File: config.mk
export PLATFORM = sky130hd
export DESIGN_NAME = anim_sequencer
export DESIGN_NICKNAME = d
export VERILOG_FILES = /design/src/rtl/anim_sequencer.sv
export SDC_FILE = /design/constraint.sdc
export NUM_CORES = 1
export LEC_CHECK = 0
export ABC_AREA = 1
export CAP_MARGIN = 20
export CORE_UTILIZATION = 54
export CTS_CLUSTER_DIAMETER = 30
export DETAILED_ROUTE_END_ITERATION = 10
export PLACE_DENSITY = 0.82
export SLEW_MARGIN = 20
export SYNTH_ARGS = -nofsm -noshare
export SYNTH_HDL_FRONTEND = slang
export SYNTH_SLANG_ARGS = --single-unit
File: constraint.sdc
create_clock -name clk -period 3 [get_ports clk]
set_clock_uncertainty 0.05 [all_clocks]
set_input_delay 0.45 -clock clk [delete_from_list [all_inputs] [get_ports clk]]
set_output_delay 0.45 -clock clk [all_outputs]
set_load 0.05 [all_outputs]
File: src/rtl/anim_sequencer.sv
// Animation frame sequencer: steps frames on LCD refresh boundaries and renders the current frame.
// pixel_data has one-cycle latency from addr_x/addr_y; there is no backpressure, frame_sync paces everything.
module anim_sequencer #(
    parameter int          LCD_W    = 132,
    parameter int          LCD_H    = 162,
    parameter int          FRAMES   = 8,
    parameter int          TICKS    = 4,
    parameter int          BOX_STEP = 4,
    parameter logic [15:0] BG_COLOR = 16'h2935,
    parameter logic [15:0] FG_COLOR = 16'hFFFF
) (
    input  logic        clk,
    input  logic        rst,
    input  logic        go,
    input  logic [1:0]  anim_sel,
    input  logic        loop_en,
    input  logic        frame_sync,
    input  logic [7:0]  addr_x,
    input  logic [7:0]  addr_y,
    output logic [15:0] pixel_data,
    output logic [3:0]  frame_idx,
    output logic        busy,
    output logic        done
);
    typedef enum logic [1:0] {IDLE, ARM, PLAY, HOLD} state_t;

    localparam int             CW     = 16;
    localparam logic [CW-1:0] W_C    = CW'(LCD_W);
    localparam logic [CW-1:0] H_C    = CW'(LCD_H);
    localparam logic [CW-1:0] BH     = CW'(LCD_H / FRAMES);
    localparam logic [CW-1:0] CX     = CW'(LCD_W / 2);
    localparam logic [CW-1:0] CY     = CW'(LCD_H / 2);
    localparam logic [CW-1:0] STEP_C = CW'(BOX_STEP);

    state_t      state;
    logic        go_q;
    logic        go_rise;
    logic [1:0]  cur_anim;
    logic [1:0]  next_anim;
    logic [3:0]  tick;
    logic [15:0] pix_nxt;

    assign go_rise = go & ~go_q;

    // The requested animation waits in next_anim and only becomes visible on the
    // frame_sync that leaves ARM, so a refresh never mixes two animations.
    always_ff @(posedge clk) begin
        if (rst) begin
            state      <= IDLE;
            go_q       <= 1'b1;
            cur_anim   <= 2'd0;
            next_anim  <= 2'd0;
            frame_idx  <= 4'd0;
            tick       <= 4'd0;
            busy       <= 1'b0;
            done       <= 1'b0;
            pixel_data <= BG_COLOR;
        end else begin
            go_q       <= go;
            done       <= 1'b0;
            pixel_data <= pix_nxt;
            case (state)
                IDLE, HOLD: begin
                    if (go_rise) begin
                        next_anim <= anim_sel;
                        state     <= ARM;
                        busy      <= 1'b1;
                    end
                end
                ARM: begin
                    if (frame_sync) begin
                        state     <= PLAY;
                        cur_anim  <= next_anim;
                        frame_idx <= 4'd0;
                        tick      <= 4'd0;
                    end
                end
                PLAY: begin
                    if (go_rise) begin
                        next_anim <= anim_sel;
                        state     <= ARM;
                    end else if (frame_sync) begin
                        if (tick == 4'(TICKS - 1)) begin
                            tick <= 4'd0;
                            if (frame_idx == 4'(FRAMES - 1)) begin
                                if (loop_en) begin
                                    frame_idx <= 4'd0;
                                end else begin
                                    state <= HOLD;
                                    busy  <= 1'b0;
                                    done  <= 1'b1;
                                end
                            end else begin
                                frame_idx <= frame_idx + 4'd1;
                            end
                        end else begin
                            tick <= tick + 4'd1;
                        end
                    end
                end
                default: begin
                    state <= IDLE;
                    busy  <= 1'b0;
                end
            endcase
        end
    end

    logic [CW-1:0] x, y, f, bar_lo, bar_hi, box_s, dx, dy;
    logic          fg;

    always_comb begin
        x      = CW'(addr_x);
        y      = CW'(addr_y);
        f      = CW'(frame_idx);
        bar_lo = f * BH;
        bar_hi = bar_lo + BH;
        box_s  = (f + CW'(1)) * STEP_C;
        dx     = (x >= CX) ? (x - CX) : (CX - x);
        dy     = (y >= CY) ? (y - CY) : (CY - y);
        fg     = 1'b0;
        if ((state == PLAY || state == HOLD) && x < W_C && y < H_C) begin
            case (cur_anim)
                2'd1:    fg = (y >= bar_lo) && (y < bar_hi);
                2'd2:    fg = (dx <= box_s) && (dy <= box_s);
                2'd3:    fg = frame_idx[0];
                default: fg = 1'b0;
            endcase
        end
        pix_nxt = fg ? FG_COLOR : BG_COLOR;
    end
endmodule

==> flow_summary.yaml <==
global_route:
  grt_pass1_wl_um: 9240
  grt_pass1_vias: 2314
  grt_use_total_pct: 22.3
  gr-total-overflow: 0
  antenna_found_initial: 0
  grt_max_degree: 13
yosys:
  syn_avg_cell_area_um2: 6.23
  synthesis.area_um2: 2500
  ys_seq_area_share_pct: 14.4
  ys.flop_type: "dfxtp_1"
  async_flop_share_pct: 0
  syn_inst: 401
  synth-seq-cells: 18
  synth.distinct_cells: 33
  synth_edf_count: 0
  ys.warnings.count: 0
floorplan:
  die_area_um2: 4900
  rows: 24
  start_util_pct: 56.6
  core_area_um2: 4410
  fp.dieW_um: 70.0
  io_pins: 45
  die_h_um: 70.0
timing:
  relSlewSlack_pct: 66.4
  slew_violations: 0
  finalCritPeriodShare_pct: 95.1
  whs_ns: 0.440
  setup-violations-final: 0
  setup_tns_ns: 0
  hold_viol: 0
  fin_crit_ns: 2.85
  tightest_slew_ns: 0.502
  fmax_mhz: 351
clock_network:
  clock_path_buffers: 2
  numCtsBuffers: 3
  cts.sinks: 18
  cts_tree: "done"
  clk_pin_slew_ns: 0.06
  h-tree-depth: 1
  clk_latency_ns: 0.25
  cts-root-buf: "clkbuf_8"
critical_path:
  path_max_fanout: 3
  r2r_cells: 13
  crit_path_start_kind: "primary input"
  cp-end-kind: "register"
  r2r-end: "pixel_data[14]"
  r2r_setup_slack_ns: 0.39
  crit_required_ns: 3.14
  arrival_ns: 3.00
  reg2reg_from: "frame_idx[1]"
  critical_path_class: "in2reg"
placement:
  dp_hpwl_um: 4450
  portBuffers: 37
  numPlacedInstances: 505
  routabilityCongestion: 0.914
pwr:
  finalPower_mw: 2.06
  switching_share_pct: 51.4
  p_leak_nw: 1.64
  power.combinational.fraction_pct: 73.0
  seqPwrFrac_pct: 17.5
  power_density_nw_per_um2: 655
  p_clk_share_pct: 9.5
  internal_power_mw: 1.00
  netSwitchingPower_mw: 1.06
  peakVddDrop_uv: 438
worst_hold_path:
  holdPathEnd: "cur_anim[1]"
  min_from: "cur_anim[1]"
  worstHoldPathType: "reg2reg"
  hold_depth: 2
final_layout:
  finalNetCount: 520
  final_cells: 510
  antennaDiodeCount: 0
  area_growth_pct: 25.9
  drive_above_1_share_pct: 13.1
drt:
  dr.pass1.iters: 4
  route.detailed.drc: 0
  wl_per_cell_um: 11.1
  dr_total_vias: 2576
  drt-initial-drc-count: 85
  avgViaCountPerCell: 5.05
  wirelength_um: 5670
  drtAntennaViolNets: 0
flow_run:
  maxCapViolCount: 0
outcome:
  status: "completed"
-- state kept, by name, indices dropped and copies added, names as in the netlist --
signal,flops
state,2
go_q,1
next_anim,2
busy,1
done,1
cur_anim,2
pixel_data,1
frame_idx,4
tick,4
-- power by group through the flow --
stage	clock network, mW	logic, mW	registers, mW
5_1_grt	0.207	1.72	0.366
3_5_place_dp	0	1.45	0.365
6_report	0.196	1.50	0.359
2_1_floorplan	0	0.944	0.490
3_3_place_gp	0	1.40	0.360
4_1_cts	0.198	1.47	0.359
-- area by class of cell --
type	count	area, µm²
clock buffers	4	55.1
fillers	366	1270
inverters	77	289
multi-input cells	295	1790
flip-flops and latches	18	360
well taps	52	65.1
repair buffers	64	581
-- how the worst max path moves through the flow --
stage	startpoint	endpoint	cells past startpoint
6_report	addr_x[1]	pixel_data[14]	20
5_1_grt	addr_x[1]	pixel_data[14]	23
4_1_cts	addr_y[1]	pixel_data[14]	23
3_5_place_dp	addr_y[1]	pixel_data[14]	23
3_3_place_gp	addr_y[1]	pixel_data[14]	23
2_1_floorplan	frame_idx[3]	pixel_data[14]	13
-- what timing repair did --
item	4_1_cts	5_1_grt
resized for setup	0	18
buffers inserted	0	1
hold buffers	0	0
endpoints found under the setup margin	0	1
-- cells in the mapped netlist (2+ instances only) --
library cell,count,area share (%)
nand2_1,91,14
inv_1,74,11
nor2_1,39,5.9
ha_1,37,19
a21oi_1,24,4.8
nand3_1,21,4.2
o21ai_0,21,4.2
dfxtp_1,18,14
xor2_1,17,6.0
buf_4,15,4.5
nor3_1,5,1.0
o21ai_1,4,0.80
a211oi_1,3,0.90
inv_2,3,0.45
nand4_1,3,0.75
nor2_2,3,0.75
o211ai_1,3,0.90
a21oi_2,2,0.70
a31oi_1,2,0.50
clkbuf_1,2,0.30
nand2_2,2,0.50
-- cell families (layout without fill, tap and decap cells) --
family,after synthesis,count (layout),synth area share (%)
AOI/OAI and AO/OA,62,62,14.3
xor gates and xnor gates,18,18,6.31
adders and majority gates,38,38,19.3
buffers and inverters,94,145,16.4
DFF,18,18,14.4
other,1,7,0.150
and+or+nand+nor,170,170,29.1
-- cell usage in the layout, fill, tap and decap left out, drive strengths merged, types with 2 or more instances in the layout --
cell type / n
clkdlybuf4s50: 34
nand3: 21
dfxtp: 18
buf: 27
a31oi: 2
ha: 37
o211ai: 4
o21ai: 26
conb: 7
nor2: 43
a21oi: 26
nand2: 94
clkbuf: 4
nor3: 6
inv: 77
dlymetal6s2s: 3
a211oi: 3
xor2: 17
nand4: 4
-- through the flow --
step	util [%]	setup WS, ns	instance area [µm²]
CTS	69.9	0.0238	3090
finish	71.2	0.148	3140
global route	71.2	-0.0654	3140
floorplan	-	0.199	2520
detailed placement	68.7	-0.241	3030
global placement	68.7	-0.144	3030
-- layer usage --
metal	share of wire [%]	global-route usage [%]	vias up
met5	0	0	-
met4	0.78	3.56	0
met3	2.8	1.44	6
met2	50	41.9	59
met1	46	28.1	1147
li1	-	-	1364
-- worst max-delay path: stages --
cell             delay [ns]
clkdlybuf4s50_1        0.51
inv_1                  0.09
buf_4                  0.14
ha_1                   0.20
inv_1                  0.05
nand2_1                0.08
a31oi_1                0.21
xor2_1                 0.15
inv_1                  0.09
ha_4                   0.28
nand2_2                0.06
nor3_2                 0.12
nand4_1                0.09
nand2_1                0.08
nand2_1                0.05
inv_1                  0.05
nand3_1                0.06
nand2_1                0.06
nand2_1                0.07
nor2_2                 0.08
No activity file was read; power rests on OpenSTA's default activity.
